`config.mk`:
```
export PLATFORM = sky130hd
export DESIGN_NAME = cgra_ctx_loader
export DESIGN_NICKNAME = d
export VERILOG_FILES = /design/src/rtl/cgra_ctx_loader_pkg.sv /design/src/rtl/cgra_ctx_loader.sv
export SDC_FILE = /design/constraint.sdc
export NUM_CORES = 1
export LEC_CHECK = 0
export CORE_AREA = 2 2 499 501
export CTS_CLUSTER_SIZE = 28
export DETAILED_ROUTE_END_ITERATION = 7
export DIE_AREA = 0 0 501 503
export PLACE_DENSITY = 0.3
export SETUP_SLACK_MARGIN = 0.02
export SLEW_MARGIN = 20
export SYNTH_ARGS = -nofsm -noshare
export SYNTH_HDL_FRONTEND = slang
export SYNTH_SLANG_ARGS = --single-unit
```
`constraint.sdc`:
```
create_clock -name CLK -period 2.7 [get_ports CLK]
set_clock_uncertainty 0.05 [all_clocks]
set_input_delay 0.81 -clock CLK [delete_from_list [all_inputs] [get_ports CLK]]
set_output_delay 0.81 -clock CLK [all_outputs]
set_load 0.1 [all_outputs]
```
`src/rtl/cgra_ctx_loader_pkg.sv`:
```
// Shared encodings, default widths and host-to-core address remap helpers
// for the CGRA context loader.
package cgra_ctx_loader_pkg;

  localparam int unsigned PeNumBits     = 4;
  localparam int unsigned CtxRcAddrBits = 5;
  localparam int unsigned CtxPeAddrBits = 5;
  localparam int unsigned CtxImAddrBits = 5;
  localparam int unsigned CtxRcBits     = 64;
  localparam int unsigned CtxPeBits     = 32;
  localparam int unsigned CtxImBits     = 64;
  localparam int unsigned LdmAw         = 10;
  localparam int unsigned AxiDwidthBits = 256;
  localparam int unsigned StartCycles   = 2;
  localparam int unsigned Timeout       = 65535;

  typedef enum logic [2:0] {
    OpRcWr  = 3'd0,
    OpPeWr  = 3'd1,
    OpImWr  = 3'd2,
    OpLdmWr = 3'd3,
    OpStart = 3'd4,
    OpLdmRd = 3'd5,
    OpRsv6  = 3'd6,
    OpRsv7  = 3'd7
  } cmd_op_e;

  typedef enum logic [2:0] {
    StIdle,
    StStart,
    StRun,
    StRdIssue,
    StRdWait,
    StRdResp
  } state_e;

  // Host packs {index, pe}; the core wants {pe, index}. Result is right-aligned.
  function automatic logic [31:0] ctx_remap(input logic [31:0] addr,
                                            input int unsigned pe_bits,
                                            input int unsigned n);
    logic [31:0] pe_mask;
    logic [31:0] idx_mask;
    pe_mask  = (32'd1 << pe_bits) - 32'd1;
    idx_mask = (32'd1 << n) - 32'd1;
    return ((addr & pe_mask) << n) | ((addr >> pe_bits) & idx_mask);
  endfunction

  // Host byte address to 32-byte LDM word index; caller truncates to LDM width.
  function automatic logic [31:0] ldm_remap(input logic [31:0] addr);
    return addr >> 5;
  endfunction

endpackage

```
`src/rtl/cgra_ctx_loader.sv`:
```
// Command-driven sequencer in front of CGRA_Core: context/LDM writes, start/run
// handshake with timeout, and single-word LDM readback onto a response stream.
module cgra_ctx_loader
  import cgra_ctx_loader_pkg::*;
#(
  parameter int unsigned PE_NUM_BITS      = PeNumBits,
  parameter int unsigned CTX_RC_ADDR_BITS = CtxRcAddrBits,
  parameter int unsigned CTX_PE_ADDR_BITS = CtxPeAddrBits,
  parameter int unsigned CTX_IM_ADDR_BITS = CtxImAddrBits,
  parameter int unsigned CTX_RC_BITS      = CtxRcBits,
  parameter int unsigned CTX_PE_BITS      = CtxPeBits,
  parameter int unsigned CTX_IM_BITS      = CtxImBits,
  parameter int unsigned LDM_AW           = LdmAw,
  parameter int unsigned AXI_DWIDTH_BITS  = AxiDwidthBits,
  parameter int unsigned START_CYCLES     = StartCycles,
  parameter int unsigned TIMEOUT          = Timeout
) (
  input  logic                                   CLK,
  input  logic                                   RST,
  input  logic                                   cmd_valid,
  output logic                                   cmd_ready,
  input  logic [2:0]                             cmd_op,
  input  logic                                   cmd_mode,
  input  logic [31:0]                            cmd_addr,
  input  logic [AXI_DWIDTH_BITS-1:0]             cmd_data,
  output logic                                   rsp_valid,
  input  logic                                   rsp_ready,
  output logic [AXI_DWIDTH_BITS-1:0]             rsp_data,
  output logic                                   busy,
  output logic                                   error,
  output logic                                   start_out,
  output logic                                   mode_out,
  output logic [PE_NUM_BITS+CTX_RC_ADDR_BITS-1:0] ctx_rc_addr,
  output logic [CTX_RC_BITS-1:0]                 ctx_rc_din,
  output logic                                   ctx_rc_en,
  output logic                                   ctx_rc_we,
  output logic [PE_NUM_BITS+CTX_PE_ADDR_BITS-1:0] ctx_pe_addr,
  output logic [CTX_PE_BITS-1:0]                 ctx_pe_din,
  output logic                                   ctx_pe_en,
  output logic                                   ctx_pe_we,
  output logic [PE_NUM_BITS+CTX_IM_ADDR_BITS-1:0] ctx_im_addr,
  output logic [CTX_IM_BITS-1:0]                 ctx_im_din,
  output logic                                   ctx_im_en,
  output logic                                   ctx_im_we,
  output logic [LDM_AW-1:0]                      ldm_addr,
  output logic [AXI_DWIDTH_BITS-1:0]             ldm_din,
  output logic                                   ldm_en,
  output logic                                   ldm_we,
  input  logic [AXI_DWIDTH_BITS-1:0]             ldm_dout,
  input  logic                                   complete_in
);

  localparam int unsigned RcAw = PE_NUM_BITS + CTX_RC_ADDR_BITS;
  localparam int unsigned PeAw = PE_NUM_BITS + CTX_PE_ADDR_BITS;
  localparam int unsigned ImAw = PE_NUM_BITS + CTX_IM_ADDR_BITS;
  // One counter serves both the start pulse and the run timeout.
  localparam int unsigned CntW = $clog2(TIMEOUT + 1);

  state_e state_q, state_d;
  logic [CntW-1:0] cnt_q, cnt_d;
  logic mode_q, mode_d;
  logic start_q, start_d;
  logic error_q, error_d;

  logic [RcAw-1:0]        rc_addr_q, rc_addr_d;
  logic [CTX_RC_BITS-1:0] rc_din_q, rc_din_d;
  logic                   rc_en_q, rc_en_d;
  logic [PeAw-1:0]        pe_addr_q, pe_addr_d;
  logic [CTX_PE_BITS-1:0] pe_din_q, pe_din_d;
  logic                   pe_en_q, pe_en_d;
  logic [ImAw-1:0]        im_addr_q, im_addr_d;
  logic [CTX_IM_BITS-1:0] im_din_q, im_din_d;
  logic                   im_en_q, im_en_d;

  logic [LDM_AW-1:0]          ldm_addr_q, ldm_addr_d;
  logic [AXI_DWIDTH_BITS-1:0] ldm_din_q, ldm_din_d;
  logic                       ldm_en_q, ldm_en_d;
  logic                       ldm_we_q, ldm_we_d;

  logic                       rsp_valid_q, rsp_valid_d;
  logic [AXI_DWIDTH_BITS-1:0] rsp_data_q, rsp_data_d;

  always_comb begin
    state_d     = state_q;
    cnt_d       = cnt_q;
    mode_d      = mode_q;
    start_d     = 1'b0;
    error_d     = error_q;
    rc_addr_d   = rc_addr_q;
    rc_din_d    = rc_din_q;
    rc_en_d     = 1'b0;
    pe_addr_d   = pe_addr_q;
    pe_din_d    = pe_din_q;
    pe_en_d     = 1'b0;
    im_addr_d   = im_addr_q;
    im_din_d    = im_din_q;
    im_en_d     = 1'b0;
    ldm_addr_d  = ldm_addr_q;
    ldm_din_d   = ldm_din_q;
    ldm_en_d    = 1'b0;
    ldm_we_d    = 1'b0;
    rsp_valid_d = rsp_valid_q;
    rsp_data_d  = rsp_data_q;
    cmd_ready   = 1'b0;

    unique case (state_q)
      StIdle: begin
        cmd_ready = 1'b1;
        if (cmd_valid) begin
          case (cmd_op_e'(cmd_op))
            OpRcWr: begin
              rc_addr_d = RcAw'(ctx_remap(cmd_addr, PE_NUM_BITS, CTX_RC_ADDR_BITS));
              rc_din_d  = CTX_RC_BITS'(cmd_data);
              rc_en_d   = 1'b1;
            end
            OpPeWr: begin
              pe_addr_d = PeAw'(ctx_remap(cmd_addr, PE_NUM_BITS, CTX_PE_ADDR_BITS));
              pe_din_d  = CTX_PE_BITS'(cmd_data);
              pe_en_d   = 1'b1;
            end
            OpImWr: begin
              im_addr_d = ImAw'(ctx_remap(cmd_addr, PE_NUM_BITS, CTX_IM_ADDR_BITS));
              im_din_d  = CTX_IM_BITS'(cmd_data);
              im_en_d   = 1'b1;
            end
            OpLdmWr: begin
              ldm_addr_d = LDM_AW'(ldm_remap(cmd_addr));
              ldm_din_d  = cmd_data;
              ldm_en_d   = 1'b1;
              ldm_we_d   = 1'b1;
            end
            OpStart: begin
              mode_d  = cmd_mode;
              start_d = 1'b1;
              cnt_d   = '0;
              state_d = StStart;
            end
            OpLdmRd: begin
              ldm_addr_d = LDM_AW'(ldm_remap(cmd_addr));
              ldm_en_d   = 1'b1;
              state_d    = StRdIssue;
            end
            default: error_d = 1'b1;
          endcase
        end
      end
      StStart: begin
        if (cnt_q == CntW'(START_CYCLES - 1)) begin
          cnt_d   = '0;
          state_d = StRun;
        end else begin
          start_d = 1'b1;
          cnt_d   = cnt_q + 1'b1;
        end
      end
      StRun: begin
        // Completion takes priority over a coincident timeout.
        if (complete_in) begin
          state_d = StIdle;
        end else if (cnt_q == CntW'(TIMEOUT - 1)) begin
          error_d = 1'b1;
          state_d = StIdle;
        end else begin
          cnt_d = cnt_q + 1'b1;
        end
      end
      StRdIssue: state_d = StRdWait;
      StRdWait: begin
        rsp_data_d  = ldm_dout;
        rsp_valid_d = 1'b1;
        state_d     = StRdResp;
      end
      StRdResp: begin
        if (rsp_ready) begin
          rsp_valid_d = 1'b0;
          state_d     = StIdle;
        end
      end
      default: state_d = StIdle;
    endcase
  end

  always_ff @(posedge CLK or negedge RST) begin
    if (!RST) begin
      state_q     <= StIdle;
      cnt_q       <= '0;
      mode_q      <= 1'b0;
      start_q     <= 1'b0;
      error_q     <= 1'b0;
      rc_addr_q   <= '0;
      rc_din_q    <= '0;
      rc_en_q     <= 1'b0;
      pe_addr_q   <= '0;
      pe_din_q    <= '0;
      pe_en_q     <= 1'b0;
      im_addr_q   <= '0;
      im_din_q    <= '0;
      im_en_q     <= 1'b0;
      ldm_addr_q  <= '0;
      ldm_din_q   <= '0;
      ldm_en_q    <= 1'b0;
      ldm_we_q    <= 1'b0;
      rsp_valid_q <= 1'b0;
      rsp_data_q  <= '0;
    end else begin
      state_q     <= state_d;
      cnt_q       <= cnt_d;
      mode_q      <= mode_d;
      start_q     <= start_d;
      error_q     <= error_d;
      rc_addr_q   <= rc_addr_d;
      rc_din_q    <= rc_din_d;
      rc_en_q     <= rc_en_d;
      pe_addr_q   <= pe_addr_d;
      pe_din_q    <= pe_din_d;
      pe_en_q     <= pe_en_d;
      im_addr_q   <= im_addr_d;
      im_din_q    <= im_din_d;
      im_en_q     <= im_en_d;
      ldm_addr_q  <= ldm_addr_d;
      ldm_din_q   <= ldm_din_d;
      ldm_en_q    <= ldm_en_d;
      ldm_we_q    <= ldm_we_d;
      rsp_valid_q <= rsp_valid_d;
      rsp_data_q  <= rsp_data_d;
    end
  end

  assign busy        = (state_q != StIdle);
  assign error       = error_q;
  assign start_out   = start_q;
  assign mode_out    = mode_q;
  assign rsp_valid   = rsp_valid_q;
  assign rsp_data    = rsp_data_q;
  // Context ports are write-only, so we tracks en.
  assign ctx_rc_addr = rc_addr_q;
  assign ctx_rc_din  = rc_din_q;
  assign ctx_rc_en   = rc_en_q;
  assign ctx_rc_we   = rc_en_q;
  assign ctx_pe_addr = pe_addr_q;
  assign ctx_pe_din  = pe_din_q;
  assign ctx_pe_en   = pe_en_q;
  assign ctx_pe_we   = pe_en_q;
  assign ctx_im_addr = im_addr_q;
  assign ctx_im_din  = im_din_q;
  assign ctx_im_en   = im_en_q;
  assign ctx_im_we   = im_en_q;
  assign ldm_addr    = ldm_addr_q;
  assign ldm_din     = ldm_din_q;
  assign ldm_en      = ldm_en_q;
  assign ldm_we      = ldm_we_q;

endmodule

```
# Yosys cells after proc, flatten, opt, wreduce, memory -nomap -nowiden
# Cells that the tools add are included.
# word_totals
register_bits	737
rom_bits	0
mem_count	0
ram_bits	0
input_bits	553
wordCells	102
out_inout_bits	723
latchBits	0
# op_classes
multipliers	0
order_cmp	0
muxes	40
shift	0
reduce_logical	18
div	0
bitwise	1
n_addsub	1
n_eq_ne	22
# op_table
cell	n
$mux 16	5
$pmux 16 s3	1
$mux 1	24
$pmux 3 s6	1
$reduce_and 3->1	6
$add 16x1->16 const B	1
$eq 16x1->1 const B	1
$eq 16x16->1 const B	1
$mux 3	5
$reduce_and 5->1	3
$ne 2x2->1 const B	7
$eq 3x2->1 const B	4
$eq 3x3->1 const B	4
$or 9x5->9	1
$eq 3x1->1 const B	2
$logic_not 3->1	2
$pmux 1 s2	3
$pmux 3 s2	1
$reduce_bool 3->1	2
$reduce_or 6->1	1
$reduce_bool 2->1	2
$ne 3x1->1 const B	1
$ne 3x3->1 const B	1
$ne 2x1->1 const B	1
other kinds (2)	2

# Depth between registers and ports, before layout
# depth
ltp_word	5
depth_mapped	9
depth_no_buf	7

# Least setup slack after synthesis
# Ideal clock, no wire load.
# synth_path
kind	register to output
from	reg state_q[2]
to	out cmd_ready
n_path_buf	1
arrival_time_ps	2240
required_time_ps	1840
stages_incl_launch_ff	5
slack_ps	-400
path_cell_list	dfrtp_1 > buf_2 > nor2_2 > nand2_1 > inv_1
# synth_via
elab_chain_len	2
# synth_rtl
element	line_no	source
from (decl)	cgra_ctx_loader.sv:59	state_e state_q, state_d;
from (signal assigned)	cgra_ctx_loader.sv:185	state_q <= StIdle;
from (signal assigned)	cgra_ctx_loader.sv:206	state_q <= state_d;
$logic_not 3->1	cgra_ctx_loader.sv:106	unique case (state_q)
$mux 1	cgra_ctx_loader.sv:106	
to (decl)	cgra_ctx_loader.sv:21	output logic cmd_ready,
# No other way between the ends.

# Final worst setup path
# layout_path
from	reg state_q[1]
to	out cmd_ready
# The elaborated chain is that of the path after synthesis.

==> metrics.yaml <==
yosys:
  synth_area_per_cell_sq_um: 12.4
  synth_ff_type: "dfrtp_1"
  synth_cell_types: 46
  ys_seq_area_share_pct: 65.7
  synth_fp_nets: 2810
  ys_seq_elements: 737
  synth-async-reset-ratio_pct: 100
  synth_edf_count: 0
  ys_warn_count: 0
  synth_area_sq_um: 28100
  synthCells: 2254
detailed_routing:
  drc: 0
  first_iter_violations: 750
  num_vias: 22712
  vias_per_cell: 3.24
  drt-total-wl_mm: 155
  ant_nets: 0
  dr.pass1.iters: 5
  wl_per_cell_um: 22.1
critical_path:
  crit_type: "flip-flop to output pin"
  startpoint_type: "flip-flop"
  slowest_delay_ns: 0.38
  crit_chain: "buf_6 -> nor2_4 -> nand2_4 -> clkinvlp_4 -> buf_12"
  crit_required_ns: 1.84
  cp_slowest_cell: "dfrtp_1"
  end_kind: "output pin"
  arrival_ns: 1.75
  path_max_fanout: 4
sta:
  max_freq_mhz: 383
  fin_crit_ns: 2.61
  final_hold_viol_count: 0
  worstMarginPinSlew_ns: 0.733
  setup-violations-final: 0
  slew_violations: 0
  timing.final.crit_share_pct: 96.7
  rsz0062_at_grt: "true"
  slew-limit-headroom_pct: 51.2
  holdWs_ns: 0.423
clocking:
  cts_made_buffers: 101
  cts_tree: "yes"
  clockBufferDepth: 3
  clk_latency_ns: 0.74
  clkSlewWorstSetupHoldPaths_ns: 0.06
  htree_levels: 3
  clock_sinks: 737
  cts-root-buf: "clkbuf_16"
run:
  cap_violations: 0
hold_path:
  hp-class: "flip-flop to flip-flop"
die:
  io_pins: 1276
  die_y_um: 503
  coreArea_sq_um: 247000
  rows: 183
  die_w_um: 501
  initial_core_util_pct: 11.4
  die_area_sq_um: 252000
placement:
  placed_area_sq_um: 44100
  place_congestion: 0.762
  dp_hpwl_mm: 122
  port_buffers: 1258
global_route:
  grt_overflow: 0
  track_usage_pct: 11.8
  antenna_found_initial: 74
  grt_start_max_net_pins: 63
  grt_pass1_vias: 24015
  grt_first_pass_wirelength_mm: 208
finish:
  fillCellCount: 27099
  mostFrequentLayoutCells: "836 x buf_4, 819 x nand2_1, 736 x dfrtp_1, 534 x clkdlybuf4s50_1, 383 x mux2_2"
  fin_area_sq_um: 48000
  utilization_pct: 19.4
  drive_gt1_share_pct: 39.1
  nets: 4221
  mostFrequentLayoutCell: "buf_4"
  area_growth_pct: 71.0
outcome:
  status: "complete, no violations"
## synth_stat cells, drive strengths merged, types with 2 or more instances
cell    count  share of area, %
o311ai      2             0.062
buf        98               2.0
o211ai      5              0.13
and2        2             0.045
clkbuf     22              0.37
nor2       11              0.16
inv        11              0.15
o31ai       4              0.11
nand3      15              0.27
mux2      444                18
a21oi       4             0.071
nand2     820                11
a31oi       2             0.045
or3         5              0.12
nand4       4              0.14
nor4        4             0.089
o22ai       4             0.089
nor3        6              0.12
a21o        6              0.16
or4         9              0.24
and4        2             0.071
nor4b       3              0.15
nand2b      2             0.045
dfrtp     737                66
and3        2             0.049
a31o        2             0.062
ha          3              0.13
o21ai      17              0.30
nand4b      3             0.094
## routing by layer
layer  global-route usage (%)  part of all wire [%]
met1                     12.4                    36
met2                     20.4                    49
met3                     6.64                    12
met4                     2.84                   1.7
met5                        0                  0.30
## worst max-delay path: cells and delay by family, from the launching register on
kind,cells,cell delay [ns]
buffers and inverters,3,0.39
DFF,1,0.38
and+or+nand+nor,2,0.21
## cell families (layout without fill, tap and decap cells)
group	Yosys count	after routing	share of synthesized area, %
simple gates	890	890	12.6
buf+inv	131	1626	2.56
flops	737	737	65.7
mux	445	445	17.9
fa+ha+maj	3	3	0.134
compound gates	47	47	1.07
other cells	0	26	0
xor+xnor	1	1	0.0312
## worst paths after layout
path	startpoint	to	slack, ns	depth (start not counted)
min reg2reg	ldm_din[226]	ldm_din[226]	0.42	2
max reg2reg	state_q[1]	rsp_data[166]	0.22	9
min	ldm_din[226]	ldm_din[226]	0.42	2
max	state_q[1]	cmd_ready	0.09	5
min in group asynchronous	RST	ldm_din[32]	0.66	2
max in group asynchronous	RST	rsp_data[185]	1.00	3
## what timing repair did
action                                  CTS  global route
endpoints found under the setup margin    3             1
hold endpoints to repair                  6             0
gates resized for setup                   6             0
pin swaps                                 2             1
hold buffers                              1             0
setup buffers                             6             6
## registers in the layout, summed over array words and instances (netlist names)
signal	flops
cnt_q	16
rsp_data	256
start_out	1
ctx_im_en	1
ctx_rc_en	1
state_q	3
ctx_pe_addr	9
ctx_rc_addr	9
mode_out	1
ctx_im_din	64
ctx_im_addr	9
ldm_we	1
ldm_en	1
rsp_valid	1
ctx_pe_en	1
ctx_rc_din	64
error	1
ldm_din	256
ldm_addr	10
ctx_pe_din	32
## area by class of cell
cell class	instances	area (sq um)	share of cell area, %
multi-input cells	1386	8960	18.7
diodes	26	65.1	0.136
inverters	11	52.6	0.110
clock buffers	161	3170	6.61
flip-flops and latches	737	18400	38.4
well taps	3237	4050	8.44
clock inverters	26	504	1.05
repair buffers	1428	12700	26.6
## stage by stage
stage                     TNS (ns)  setup slack, ns  cells
after floorplan                  0            0.128   2254
after global placement      -84.58           -0.263   6786
after detailed placement    -88.86           -0.288   6786
after CTS                  -0.0631          -0.0631   6980
after global routing       -0.0482          -0.0482   6990
final                            0           0.0885   7012
Power is left out: the tool's default activity adds up to more than one toggle a clock period on the data nets, which glitch-free logic cannot reach.
